===== src/rtl/minbd_side_buffer_if.sv =====
// Flit bus between the router input latches and the side buffer.
// PORTS, FLIT_W and DEPTH must match the parameters of the attached buffer.
interface minbd_side_buffer_if #(
    parameter int FLIT_W = 11,
    parameter int PORTS  = 4,
    parameter int DEPTH  = 4
);
    logic [PORTS*FLIT_W-1:0]      in_flits;
    logic [PORTS*FLIT_W-1:0]      out_flits;
    logic [$clog2(DEPTH+1)-1:0]   count;
    logic                         empty;
    logic                         full;
    logic                         redirect;

    modport master (output in_flits, input out_flits, count, empty, full, redirect);
    modport slave  (input in_flits, output out_flits, count, empty, full, redirect);
endinterface


===== src/rtl/minbd_side_buffer.sv =====
// MinBD side buffer: ejects one contending flit per cycle into a small FIFO,
// re-injects the head into a free slot, and swaps head/flit when starved.
module minbd_side_buffer #(
    parameter int FLIT_W       = 11,
    parameter int PORTS        = 4,
    parameter int DEPTH        = 4,
    parameter int STARVE_LIMIT = 8
) (
    input  logic                clk,
    input  logic                rst,
    minbd_side_buffer_if.slave  bus
);
    localparam int PW = (PORTS > 1) ? $clog2(PORTS) : 1;
    localparam int AW = $clog2(DEPTH);
    localparam int CW = $clog2(DEPTH + 1);
    localparam int SW = $clog2(STARVE_LIMIT + 1);

    logic [FLIT_W-1:0]              r_mem [DEPTH];
    logic [AW-1:0]                  r_rd, r_wr;
    logic [CW-1:0]                  r_count;
    logic [SW-1:0]                  r_starve;
    logic [PW-1:0]                  r_ptr;
    logic [PORTS-1:0][FLIT_W-1:0]   r_out;
    logic                           r_empty, r_full, r_redirect;

    logic [PORTS-1:0][FLIT_W-1:0]   w_in, w_out;
    logic [PORTS-1:0]               w_vld, w_cand;
    logic                           w_all_vld, w_found;
    logic [PW-1:0]                  w_sel, w_free;
    logic                           w_swap, w_eject, w_reinj, w_push, w_pop;
    logic [FLIT_W-1:0]              w_head;
    logic [CW-1:0]                  w_count_nxt;

    assign w_in   = bus.in_flits;
    assign w_head = r_mem[r_rd];

    always_comb begin
        for (int i = 0; i < PORTS; i++) begin
            w_vld[i]  = w_in[i][FLIT_W-1];
            w_cand[i] = w_in[i][FLIT_W-1] & ~w_in[i][FLIT_W-2];
        end
    end
    assign w_all_vld = &w_vld;

    // Round-robin scan from r_ptr; golden flits are never candidates.
    always_comb begin
        w_found = 1'b0;
        w_sel   = '0;
        for (int k = 0; k < PORTS; k++) begin
            if (!w_found && w_cand[(int'(r_ptr) + k) % PORTS]) begin
                w_found = 1'b1;
                w_sel   = PW'((int'(r_ptr) + k) % PORTS);
            end
        end
    end

    always_comb begin
        w_free = '0;
        for (int i = PORTS - 1; i >= 0; i--)
            if (!w_vld[i]) w_free = PW'(i);
    end

    assign w_swap  = (r_starve == SW'(STARVE_LIMIT)) && w_all_vld && w_found;
    assign w_eject = !w_swap && w_all_vld && !r_full && w_found;
    assign w_reinj = !r_empty && !w_all_vld;
    assign w_push  = w_swap | w_eject;
    assign w_pop   = w_swap | w_reinj;

    always_comb begin
        w_out = w_in;
        if (w_swap)       w_out[w_sel]  = w_head;
        else if (w_eject) w_out[w_sel]  = '0;
        else if (w_reinj) w_out[w_free] = w_head;
    end

    always_comb begin
        w_count_nxt = r_count;
        if (w_push && !w_pop)      w_count_nxt = r_count + 1'b1;
        else if (w_pop && !w_push) w_count_nxt = r_count - 1'b1;
    end

    // Swap on a full FIFO has r_wr==r_rd: the head is read before being overwritten.
    always_ff @(posedge clk) begin
        if (!rst && w_push) r_mem[r_wr] <= w_in[w_sel];
    end

    always_ff @(posedge clk) begin
        if (rst) begin
            r_out      <= '0;
            r_count    <= '0;
            r_empty    <= 1'b1;
            r_full     <= 1'b0;
            r_redirect <= 1'b0;
            r_ptr      <= '0;
            r_starve   <= '0;
            r_rd       <= '0;
            r_wr       <= '0;
        end else begin
            r_out      <= w_out;
            r_count    <= w_count_nxt;
            r_empty    <= (w_count_nxt == '0);
            r_full     <= (w_count_nxt == CW'(DEPTH));
            r_redirect <= w_swap;
            if (w_push) begin
                r_wr  <= r_wr + 1'b1;
                r_ptr <= (w_sel == PW'(PORTS - 1)) ? '0 : w_sel + 1'b1;
            end
            if (w_pop) r_rd <= r_rd + 1'b1;
            if (w_pop || r_empty)
                r_starve <= '0;
            else if (r_starve != SW'(STARVE_LIMIT))
                r_starve <= r_starve + 1'b1;
        end
    end

    assign bus.out_flits = r_out;
    assign bus.count     = r_count;
    assign bus.empty     = r_empty;
    assign bus.full      = r_full;
    assign bus.redirect  = r_redirect;
endmodule


===== src/flat_wrapper.sv =====
// flat-port wrapper written by rule: the top's interface ports become plain ports
module minbd_side_buffer_flat 
#(
    parameter int FLIT_W       = 11,
    parameter int PORTS        = 4,
    parameter int DEPTH        = 4,
    parameter int STARVE_LIMIT = 8
)
  (clk, rst, bus_in_flits, bus_out_flits, bus_count, bus_empty, bus_full, bus_redirect);
  minbd_side_buffer_if #(.FLIT_W(FLIT_W), .PORTS(PORTS), .DEPTH(DEPTH)) bus_i ();
  input  logic clk;
  input  logic rst;
  input wire logic [$bits(bus_i.in_flits)-1:0] bus_in_flits;
  output wire logic [$bits(bus_i.out_flits)-1:0] bus_out_flits;
  output wire logic [$bits(bus_i.count)-1:0] bus_count;
  output wire logic [$bits(bus_i.empty)-1:0] bus_empty;
  output wire logic [$bits(bus_i.full)-1:0] bus_full;
  output wire logic [$bits(bus_i.redirect)-1:0] bus_redirect;
  assign bus_i.in_flits = bus_in_flits;
  assign bus_out_flits = bus_i.out_flits;
  assign bus_count = bus_i.count;
  assign bus_empty = bus_i.empty;
  assign bus_full = bus_i.full;
  assign bus_redirect = bus_i.redirect;
  minbd_side_buffer #(.FLIT_W(FLIT_W), .PORTS(PORTS), .DEPTH(DEPTH), .STARVE_LIMIT(STARVE_LIMIT)) u_core (.clk(clk), .rst(rst), .bus(bus_i));
endmodule

===== config.mk =====
export PLATFORM = sky130hd
export DESIGN_NAME = minbd_side_buffer_flat
export DESIGN_NICKNAME = d
export VERILOG_FILES = /design/src/rtl/minbd_side_buffer_if.sv /design/src/rtl/minbd_side_buffer.sv /design/src/flat_wrapper.sv
export SDC_FILE = /design/constraint.sdc
export NUM_CORES = 1
export LEC_CHECK = 0
export CAP_MARGIN = 20
export CORE_MARGIN = 1
export CORE_UTILIZATION = 48
export DETAILED_ROUTE_END_ITERATION = 7
export GPL_TIMING_DRIVEN = 0
export PLACE_DENSITY = 0.76
export SLEW_MARGIN = 10
export SYNTH_ARGS = -nofsm -noshare
export SYNTH_HDL_FRONTEND = slang
export SYNTH_SLANG_ARGS = --single-unit

===== constraint.sdc =====
create_clock -name clk -period 2.6 [get_ports clk]
set_input_delay 0.52 -clock clk [delete_from_list [all_inputs] [get_ports clk]]
set_output_delay 0.52 -clock clk [all_outputs]
set_load 0.01 [all_outputs]

### After elaboration in Yosys (flattened, before gate mapping)

Memories as Yosys holds them, arrays and structs flattened. A register that Yosys moved wholly into a read port is not among the register bits.
Index checks and enable logic that the tools add are counted.

| storage, ports and cells | value |
|---|---|
| register bits after elaboration | 60 |
| RAM bits | 44 |
| memories | 1 |

| operators by class | value |
|---|---|
| add/sub/neg operators | 9 |
| order comparisons | 8 |
| equality and inequality tests | 4 |
| multiplexer cells | 41 |
| bitwise gates (word level) | 15 |
| reductions and logical operators | 31 |

Memories:

| name | depth | width | rd ports | clocked after Yosys merged registers in | write ports | RTL line | text |
|---|---|---|---|---|---|---|---|
| u_core.r_mem | 4 | 11 | 1 | 1 | 1 | minbd_side_buffer.sv:18 | `logic [FLIT_W-1:0] r_mem [DEPTH];` |

Operators by type and width:

| cell | number |
|---|---|
| 2-to-1 mux 44 bit | 3 |
| bitwise mux 44 bit | 2 |
| AND 44 bit | 1 |
| demux 11 bit (select 2 bit) | 2 |
| NOT 44 bit | 1 |
| 2-to-1 mux 11 bit | 3 |
| binary-select mux 11 bit (select 2 bit) | 1 |
| 2-to-1 mux 2 bit | 11 |
| logical AND 1 bit | 14 |
| 2-to-1 mux 1 bit | 13 |
| less-than comparator 3 x 4 -> 1 bit, second input constant | 3 |
| zero test 1 bit | 10 |
| less-than comparator 2 x 3 -> 1 bit, second input constant | 3 |
| adder 2 x 1 -> 2 bit, second input constant | 4 |
| binary-select mux 1 bit (select 2 bit) | 4 |
| OR reduction 2 bit | 4 |
| 2-to-1 mux 3 bit | 2 |
| adder 2 bit, second input constant | 2 |
| adder 4 x 1 -> 4 bit, second input constant | 1 |
| AND 1 bit | 4 |
| equality test 4 bit, second input constant | 1 |
| greater-or-equal comparator 2 x 1 -> 1 bit, second input constant | 2 |
| inequality test 4 bit, second input constant | 1 |
| NOT 1 bit | 4 |
| other kinds (9) | 12 |

### Logic depth before layout (Yosys ltp)

| logic depth | value |
|---|---|
| word-level depth | 25 |
| gate-level depth with buffers | 11 |

### Worst setup path before layout

No wires, ideal clock.

| timing | value |
|---|---|
| kind | input to register |
| from | in bus_in_flits[10] |
| to | mem u_core.r_mem[1][0], enable pin |
| arrival | 2.335 ns |
| required time | 2.204 ns |
| slack | -0.131 ns |
| stages | 6 |
| path through | buf_2 > nand2b_1 > a41oi_4 > o21ai_1 > buf_2 > nor3b_1 |

| between the ends | value |
|---|---|
| cells in the longest elaborated chain, start to end | 22 |

RTL lines:

| element | RTL line | text |
|---|---|---|
| start: declaration | flat_wrapper.sv:13 | `input wire logic [$bits(bus_i.in_flits)-1:0] bus_in_flits;` |
| AND 1 bit | minbd_side_buffer.sv:40 | `w_cand[i] = w_in[i][FLIT_W-1] & ~w_in[i][FLIT_W-2];` |
| binary-select mux 1 bit (select 2 bit) | minbd_side_buffer.sv:50 | `if (!w_found && w_cand[(int'(r_ptr) + k) % PORTS]) begin` |
| 2-to-1 mux 1 bit (implied by the code) | minbd_side_buffer.sv:50 |  |
| 2-to-1 mux 1 bit | minbd_side_buffer.sv:50 |  |
| zero test 1 bit | minbd_side_buffer.sv:50 |  |
| logical AND 1 bit | minbd_side_buffer.sv:50 |  |
| 2-to-1 mux 1 bit | minbd_side_buffer.sv:50 |  |
| zero test 1 bit | minbd_side_buffer.sv:50 |  |
| (+4 left out) | -- |  |
| 2-to-1 mux 1 bit | minbd_side_buffer.sv:50 |  |
| logical AND 1 bit | minbd_side_buffer.sv:63 | `assign w_swap = (r_starve == SW'(STARVE_LIMIT)) && w_all_vld && w_found;` |
| zero test 1 bit | minbd_side_buffer.sv:64 | `assign w_eject = !w_swap && w_all_vld && !r_full && w_found;` |
| logical AND 1 bit (3 in a row) | minbd_side_buffer.sv:64 |  |
| bitwise OR 1 bit (*) | minbd_side_buffer.sv:66 | `assign w_push = w_swap \| w_eject;` |
| logical AND 1 bit (*) | minbd_side_buffer.sv:84 | `if (!rst && w_push) r_mem[r_wr] <= w_in[w_sel];` |
| 2-to-1 mux 1 bit (*) | minbd_side_buffer.sv:84 |  |
| 2-to-1 mux 1 bit (implied by the code) (*) | minbd_side_buffer.sv:84 |  |
| end: declaration | minbd_side_buffer.sv:18 |  |

Every way passes the cells marked *; elsewhere a longest branch is shown, timed or not. The select of a mux whose other input is x is not followed.

### Worst setup path in the final report

| timing | value |
|---|---|
| from | in bus_in_flits[31] |
| to | reg u_core.r_out (netlist bit u_core.bus.out_flits[2]) |

| between the ends | value |
|---|---|
| cells in the longest elaborated chain, start to end | 22 |

RTL lines:

| element | RTL line | text |
|---|---|---|
| NOT 1 bit (*) | minbd_side_buffer.sv:40 |  |
| AND 1 bit (*) | minbd_side_buffer.sv:40 |  |
| binary-select mux 1 bit (select 2 bit) | minbd_side_buffer.sv:50 |  |
| 2-to-1 mux 1 bit (implied by the code) | minbd_side_buffer.sv:50 |  |
| 2-to-1 mux 1 bit | minbd_side_buffer.sv:50 |  |
| zero test 1 bit | minbd_side_buffer.sv:50 |  |
| logical AND 1 bit | minbd_side_buffer.sv:50 |  |
| 2-to-1 mux 1 bit | minbd_side_buffer.sv:50 |  |
| (+6 left out) | -- |  |
| less-than comparator 2 x 3 -> 1 bit (implied by the code) / greater-or-equal comparator 2 x 1 -> 1 bit (equally long branches) | minbd_side_buffer.sv:71, minbd_side_buffer.sv:72 |  |
| logical AND 1 bit (implied by the code) | minbd_side_buffer.sv:71, minbd_side_buffer.sv:72 |  |
| 2-to-1 mux 11 bit (implied by the code) | minbd_side_buffer.sv:71, minbd_side_buffer.sv:72 |  |
| demux 11 bit (select 2 bit) | -- |  |
| NOT 44 bit (no line) | -- |  |
| AND 44 bit (no line) | -- |  |
| 2-to-1 mux 44 bit | minbd_side_buffer.sv:72 | `else if (w_eject) w_out[w_sel] = '0;` |
| 2-to-1 mux 44 bit (*) | minbd_side_buffer.sv:71 | `if (w_swap) w_out[w_sel] = w_head;` |
| end signal: assignment | minbd_side_buffer.sv:99 | `r_out <= w_out;` |
| end: declaration | minbd_side_buffer.sv:23 | `logic [PORTS-1:0][FLIT_W-1:0] r_out;` |

Marks and branches as above.
A chain may end at the register's enable or synchronous reset.

==> impl_metrics.env <==
export IMPL_path_max_fanout=11
export IMPL_vias=4490
export IMPL_synth_edf_count=44
export IMPL_post_route_min_period_ns=2.52
export IMPL_setup_viol=0
export IMPL_finalMaxSlewViolations=0
export IMPL_synth_cells=508
export IMPL_power_frac_comb=0.313
export IMPL_io_buffers=92
export IMPL_synth_cell_type_count=47
export IMPL_slowest_stage="clkdlybuf4s50_1"
export IMPL_ys_seq_area_frac=0.464
export IMPL_setup_slack_ns=0.0790
export IMPL_firstDrtPassIters=5
export IMPL_dp_slack_ns=-1.07
export IMPL_drt_initial_drc_count=327
export IMPL_die_w_um=109
export IMPL_clk_pin_slew_ns=0.07
export IMPL_finalHoldViolations=0
export IMPL_period_share=0.970
export IMPL_place_area_um2=6670
export IMPL_powerDensity_nw_per_um2=663
export IMPL_intPower_w=0.00329
export IMPL_stdcell_area_um2=7210
export IMPL_final_cell_mix="clkdlybuf4s50_1, mux2i_1, dfxtp_1"
export IMPL_die_area_um2=11900
export IMPL_drtAntennaViolNets=0
export IMPL_clkLatencyLatePin_ns=0.34
export IMPL_synthTopCellsByArea="edfxtp_1, dfxtp_1, mux2i_1"
export IMPL_htree_levels=3
export IMPL_netlist_area_um2=5520
export IMPL_coreArea_um2=11000
export IMPL_row_count=38
export IMPL_cap_violations=0
export IMPL_switching_share=0.310
export IMPL_die_h_um=109
export IMPL_p_seq_frac=0.409
export IMPL_placed_cells=744
export IMPL_cpLargestDelayFamily="buffers and inverters"
export IMPL_clock_path_buffers=2
export IMPL_diodes=0
export IMPL_ios=96
export IMPL_holdWs_ns=0.513
export IMPL_synth_top_area_frac=0.239
export IMPL_grt_pass1_wl_um=22800
export IMPL_area_delta_synth_final_pct=30.6
export IMPL_criticalPathCategory="input port to flop"
export IMPL_crit_path_start_kind="input port"
export IMPL_grt_max_degree=19
export IMPL_setup_tns_ns=0
export IMPL_cp_cell_sequence="clkdlybuf4s50_1 -> nand2b_4 -> o21ai_0 -> o22a_1 -> buf_6 -> inv_1 -> ha_1 -> clkbuf_4 -> and2_1 -> o21ai_1 -> a221oi_2"
export IMPL_instances_no_fill=766
export IMPL_fin_skew_ns=0.00544
export IMPL_slew_headroom=0.528
export IMPL_drc_errors=0
export IMPL_hp_class="flop to flop"
export IMPL_start_util=0.500
export IMPL_place_hpwl_um=11300
export IMPL_yosys_area_top_type="edfxtp_1"
export IMPL_wire_per_inst_um=19.8
export IMPL_cts_sinks=106
export IMPL_max_slew_worst_pin_slew_ns=0.708
export IMPL_cts_hold_buf=0
export IMPL_mostFrequentLayoutCell="clkdlybuf4s50_1"
export IMPL_synth_seq_cells=106
export IMPL_max_freq_mhz=397
export IMPL_overflow=0
export IMPL_arrival_ns=2.76
export IMPL_cts_root_buf="clkbuf_16"
export IMPL_status="finished, final reports clean"
export IMPL_leakagePower_nw=2.63
export IMPL_wl_um=15100
export IMPL_slowest_delay_ns=0.53
export IMPL_p_switching_w=0.00148
export IMPL_cts_buffers=9
export IMPL_cts_tree="built"
export IMPL_antenna_found_initial=0
export IMPL_viasPerCell=5.86
export IMPL_synthArstFlopShare=0
export IMPL_synth_ff_type="dfxtp_1"
export IMPL_rsz0062_at_grt="true"
export IMPL_endpoint_kind="flop"
export IMPL_n_fill_cell=853
export IMPL_nets=679
export IMPL_gp_congestion=0.852
export IMPL_syn_avg_cell_area_um2=10.9
export IMPL_grt_pass1_vias=4187
export IMPL_worstPathRequired_ns=2.84
export IMPL_grtUsageTotal=0.258
export IMPL_yosys_warnings=0
export IMPL_drive_above_1_share=0.153
export IMPL_synth_nets=566
export IMPL_vdd_ir_drop_max_v=0.000393
export IMPL_p_clk_frac=0.277
export IMPL_cp_buffers_inverters=4
[what timing repair did]
action / CTS / global route
buffers inserted: 4 / 3
pin swaps: 3 / 2
gates resized for setup: 31 / 31
endpoints found under the setup margin: 52 / 76
[cell type report]
cell class | count | area, µm² | share of cell area
buffer | 39 | 195 | 0.0271
clock buffer | 11 | 243 | 0.0337
clock inverter | 5 | 47.5 | 0.00659
inverter | 14 | 52.6 | 0.00729
multi-input combinational | 348 | 2920 | 0.405
sequential | 106 | 2560 | 0.355
tap | 140 | 175 | 0.0243
timing repair buffer | 103 | 1010 | 0.141
[final timing paths]
kind | depth (start not counted) | slack, ns | startpoint | to
worst min register to register | 2 | 0.51 | u_core.r_wr[1] | u_core.r_wr[1]
worst min-delay path | 2 | 0.51 | u_core.r_wr[1] | u_core.r_wr[1]
worst max-delay path | 11 | 0.08 | bus_in_flits[31] | u_core.bus.out_flits[2]
worst max register to register | 9 | 0.18 | u_core.r_starve[0] | u_core.r_mem[3][5]
[tightest hold or removal path, delay by kind of cell (launching register included)]
family	cells	cell delay, ns
DFF	1	0.34
and+or+nand+nor	1	0.06
AOI/OAI and AO/OA	1	0.06
[cells in the mapped netlist (all sizes together) (2+ instances only)]
master	n
edfxtp	44
mux2i	70
ha	12
nor3	6
inv	14
xnor2	5
buf	12
and2	42
a211oi	2
dfxtp	62
nand2	27
nor2	19
nor2b	3
mux4	11
clkbuf	28
nor3b	6
o21ai	44
o32ai	2
nand2b	28
nand4	2
a21oi	7
a221o	2
o21a	3
a221oi	40
[power groups by stage]
stage | Clock [W] | Sequential, W | Combinational, W
4_1_cts | 0.00134 | 0.00195 | 0.00145
5_1_grt | 0.00140 | 0.00197 | 0.00161
6_report | 0.00132 | 0.00196 | 0.00150
3_3_place_gp | 0 | 0.00198 | 0.00136
3_5_place_dp | 0 | 0.00199 | 0.00140
2_1_floorplan | 0 | 0.00204 | 0.000809
[cells by family after synthesis]
group,share of synthesized area
adders and majority gates,0.0272
xor gates and xnor gates,0.00952
and+or+nand+nor,0.142
buffers and inverters,0.0413
DFF,0.464
muxes,0.174
AOI/OAI and AO/OA,0.142
[state kept, by name (all words and copies together) (netlist names), named ones only]
register,count
u_core.bus.count,3
u_core.bus.empty,1
u_core.bus.full,1
u_core.bus.out_flits,44
u_core.bus.redirect,1
u_core.r_mem,44
u_core.r_ptr,2
u_core.r_rd,2
u_core.r_starve,4
u_core.r_wr,2
[stage by stage]
step	power [W]	util
2_1_floorplan	0.00285	-
3_3_place_gp	0.00335	0.600
3_5_place_dp	0.00339	0.604
4_1_cts	0.00474	0.644
5_1_grt	0.00498	0.654
6_report	0.00478	0.654
[metal layers]
layer  routed length (µm)  part of all wire  up-vias  global-route usage
met4                  292             0.019        0              0.0743
li1                     -                 -     2110                   -
met2                 7570              0.50      173               0.441
met3                  849             0.056       29              0.0371
met5                    0                 0        -                   0
met1                 6440              0.42     2178               0.339
No activity file was read; power rests on OpenSTA's default activity.
==> edit, RTL diff (same flow settings) <==
`FLIT_W` is set to 11 in 3 places; all go to 12.
--- a/src/rtl/minbd_side_buffer_if.sv
+++ b/src/rtl/minbd_side_buffer_if.sv
@@ -1,7 +1,7 @@
 // Flit bus between the router input latches and the side buffer.
 // PORTS, FLIT_W and DEPTH must match the parameters of the attached buffer.
 interface minbd_side_buffer_if #(
-    parameter int FLIT_W = 11,
+    parameter int FLIT_W = 12,
     parameter int PORTS  = 4,
     parameter int DEPTH  = 4
 );
--- a/src/rtl/minbd_side_buffer.sv
+++ b/src/rtl/minbd_side_buffer.sv
@@ -1,7 +1,7 @@
 // MinBD side buffer: ejects one contending flit per cycle into a small FIFO,
 // re-injects the head into a free slot, and swaps head/flit when starved.
 module minbd_side_buffer #(
-    parameter int FLIT_W       = 11,
+    parameter int FLIT_W       = 12,
     parameter int PORTS        = 4,
     parameter int DEPTH        = 4,
     parameter int STARVE_LIMIT = 8
--- a/src/flat_wrapper.sv
+++ b/src/flat_wrapper.sv
@@ -1,7 +1,7 @@
 // flat-port wrapper written by rule: the top's interface ports become plain ports
 module minbd_side_buffer_flat 
 #(
-    parameter int FLIT_W       = 11,
+    parameter int FLIT_W       = 12,
     parameter int PORTS        = 4,
     parameter int DEPTH        = 4,
     parameter int STARVE_LIMIT = 8
Ports: changed (resized bus_in_flits and bus_out_flits); port bits go from 96 to 104. No check against the original RTL was run, so the function may have changed too.
==> edit against the original RTL <==
Worst hold slack lost 6.9 ps; clock power grew 71%; first-iteration DRC count grew 32%; design area grew 16%; global-route usage grew 0.93 points; setup slack gained 50 ps; wire length grew 17%; count of clock-buffer cells in the layout grew 11; area after synthesis grew 16%; clock skew grew 4.3 ps; sequential cell count grew 8; die area grew 15%; maximum frequency grew 2.0%; power grew 25%; critical path type unchanged.
==> edit: results (changes against the original RTL) <==
STA
  – Final hold slack: 506 ps (-6.89 ps)
  – Slew @ Worst Pin: 890 ps (+183 ps)
  – Post-route minimum period: 2470 ps (-49.7 ps)
  – Setup Skew: 9.74 ps (+4.30 ps)

Pwr
  – P_leak: 0.00306 uW (+16%)
  – Switch Pwr: 1740 uW (+17%)
  – Comb power: 1620 uW (+8%)
  – Clk. pwr: 2260 uW (+71%)

GRT
  – First-pass GRT wire length: 28,200 um (+23%)
  – GRT Util Overall: 26.7% (+0.93 points)
  – Vias in the first global route: 4,960 (+18%)
  – Pin count of the biggest net entering global routing: 17 (-2)

Synth
  – Sequential area share after synthesis: 43.3% (-3.2 points)
  – Synth Area in Compound Gates: 18.0% (+3.8 points)
  – Mean Syn Cell Area: 11.7 um^2 (+8.0%)
  – Main area contributors after synthesis: edfxtp_1, dfxtp_1, mux2i_1
  – Multiplexer area fraction after synthesis: 16.3% (-1.1 points)
  – Synth cell count leaders: mux2i_1, dfxtp_1, nand2b_1
  – Yosys cell types: 53 (+13%)
  – FF+latch count, synth: 114 (+7.5%)
  – Synth Area in Adders: 2.35% (-0.37 points)
  – Post-synth EDFFs: 48 (+9.1%)

Final layout
  – Total Nets Final: 735 (+8.2%)
  – Fraction of area in multi-input gates: 40.7% (+0.24 points)
  – Invs w/o clock: 11 (-3)
  – ClkCell Share: 6.84% (+2.8 points)
  – Non-CTS buffers: 152 (+7.0%)
  – Area of the multi-input gates: 0.00342 mm^2 (+17%)
  – Final core occ: 65.7% (+0.37 points)
  – Post-route insts no fill: 858 (+12%)
  – Non-clock buffering overhead: 16.5% (-0.31 points)
  – Multi-input gate count: 377 (+8.3%)

Route
  – Pre-antenna DRT Iters: 7 (+2)
  – Met3 WL post-DR: 1110 um (+30%)
  – Met2 wire len: 8850 um (+17%)
  – Metal1 wirelength: 7490 um (+16%)
  – Iter 0 DRT Violations: 432 (+32%)
  – WL final: 17,700 um (+17%)

Worst setup path
  – Worst reg2reg setup slack: 290 ps (+110 ps)
  – R2R Path Start: u_core.r_ptr[1]$_SDFFE_PP0N_
  – Crit path arrival time: 2650 ps (-110 ps)
  – Worst Path Max Fanout: 10 (-1)
  – Critical path origin: rst
  – Worst R2R End: u_core.bus.out_flits[22]$_SDFF_PP0_

Clock tree
  – Htree depth: 4 (+1)
  – Clock transition at path regs: 50 ps (-20 ps)
  – Worst skew pair latency: 420 ps (+80 ps)

Place
  – Gpl congestion: 0.872 (+2.3%)
  – Hpwl dp: 13,200 um (+17%)
  – Placed cells: 823 (+11%)
  – IO buf count: 103 (+12%)

Run status
  – Status: finished clean
==> edit: cell count changes in the layout (fill, tap and decap cells not counted), moves of 6 or more <==
cell	delta
o21ai_2	+8
mux2i_1	+7
nand2_1	-18
clkdlybuf4s50_1	+7
nand2b_1	+24
clkbuf_16	+8
buf_6	+11
a221oi_2	+25
buf_2	-6
a221oi_1	-21
o21ai_1	+15
o21ai_0	-16
==> edit: timing repair <==
item                       CTS  global route
setup endpoints to repair   96            40
setup buffers                2             1
gates resized for setup     27            16
pin swaps                    2             4
==> edit: per-layer routing <==
| metal | global-route usage, % | up-vias |
|---|---|---|
| met5 | 0 | - |
| met4 | 9.33 | 0 |
| met3 | 5.54 | 20 |
| met2 | 44.9 | 202 |
| met1 | 34.0 | 2403 |
| li1 | - | 2279 |
==> edit: critical path, stage by stage <==
cell	delay (ps)
clkdlybuf4s50_1	590
clkbuf_1	420
clkbuf_1	730
nor3b_4	190
buf_6	200
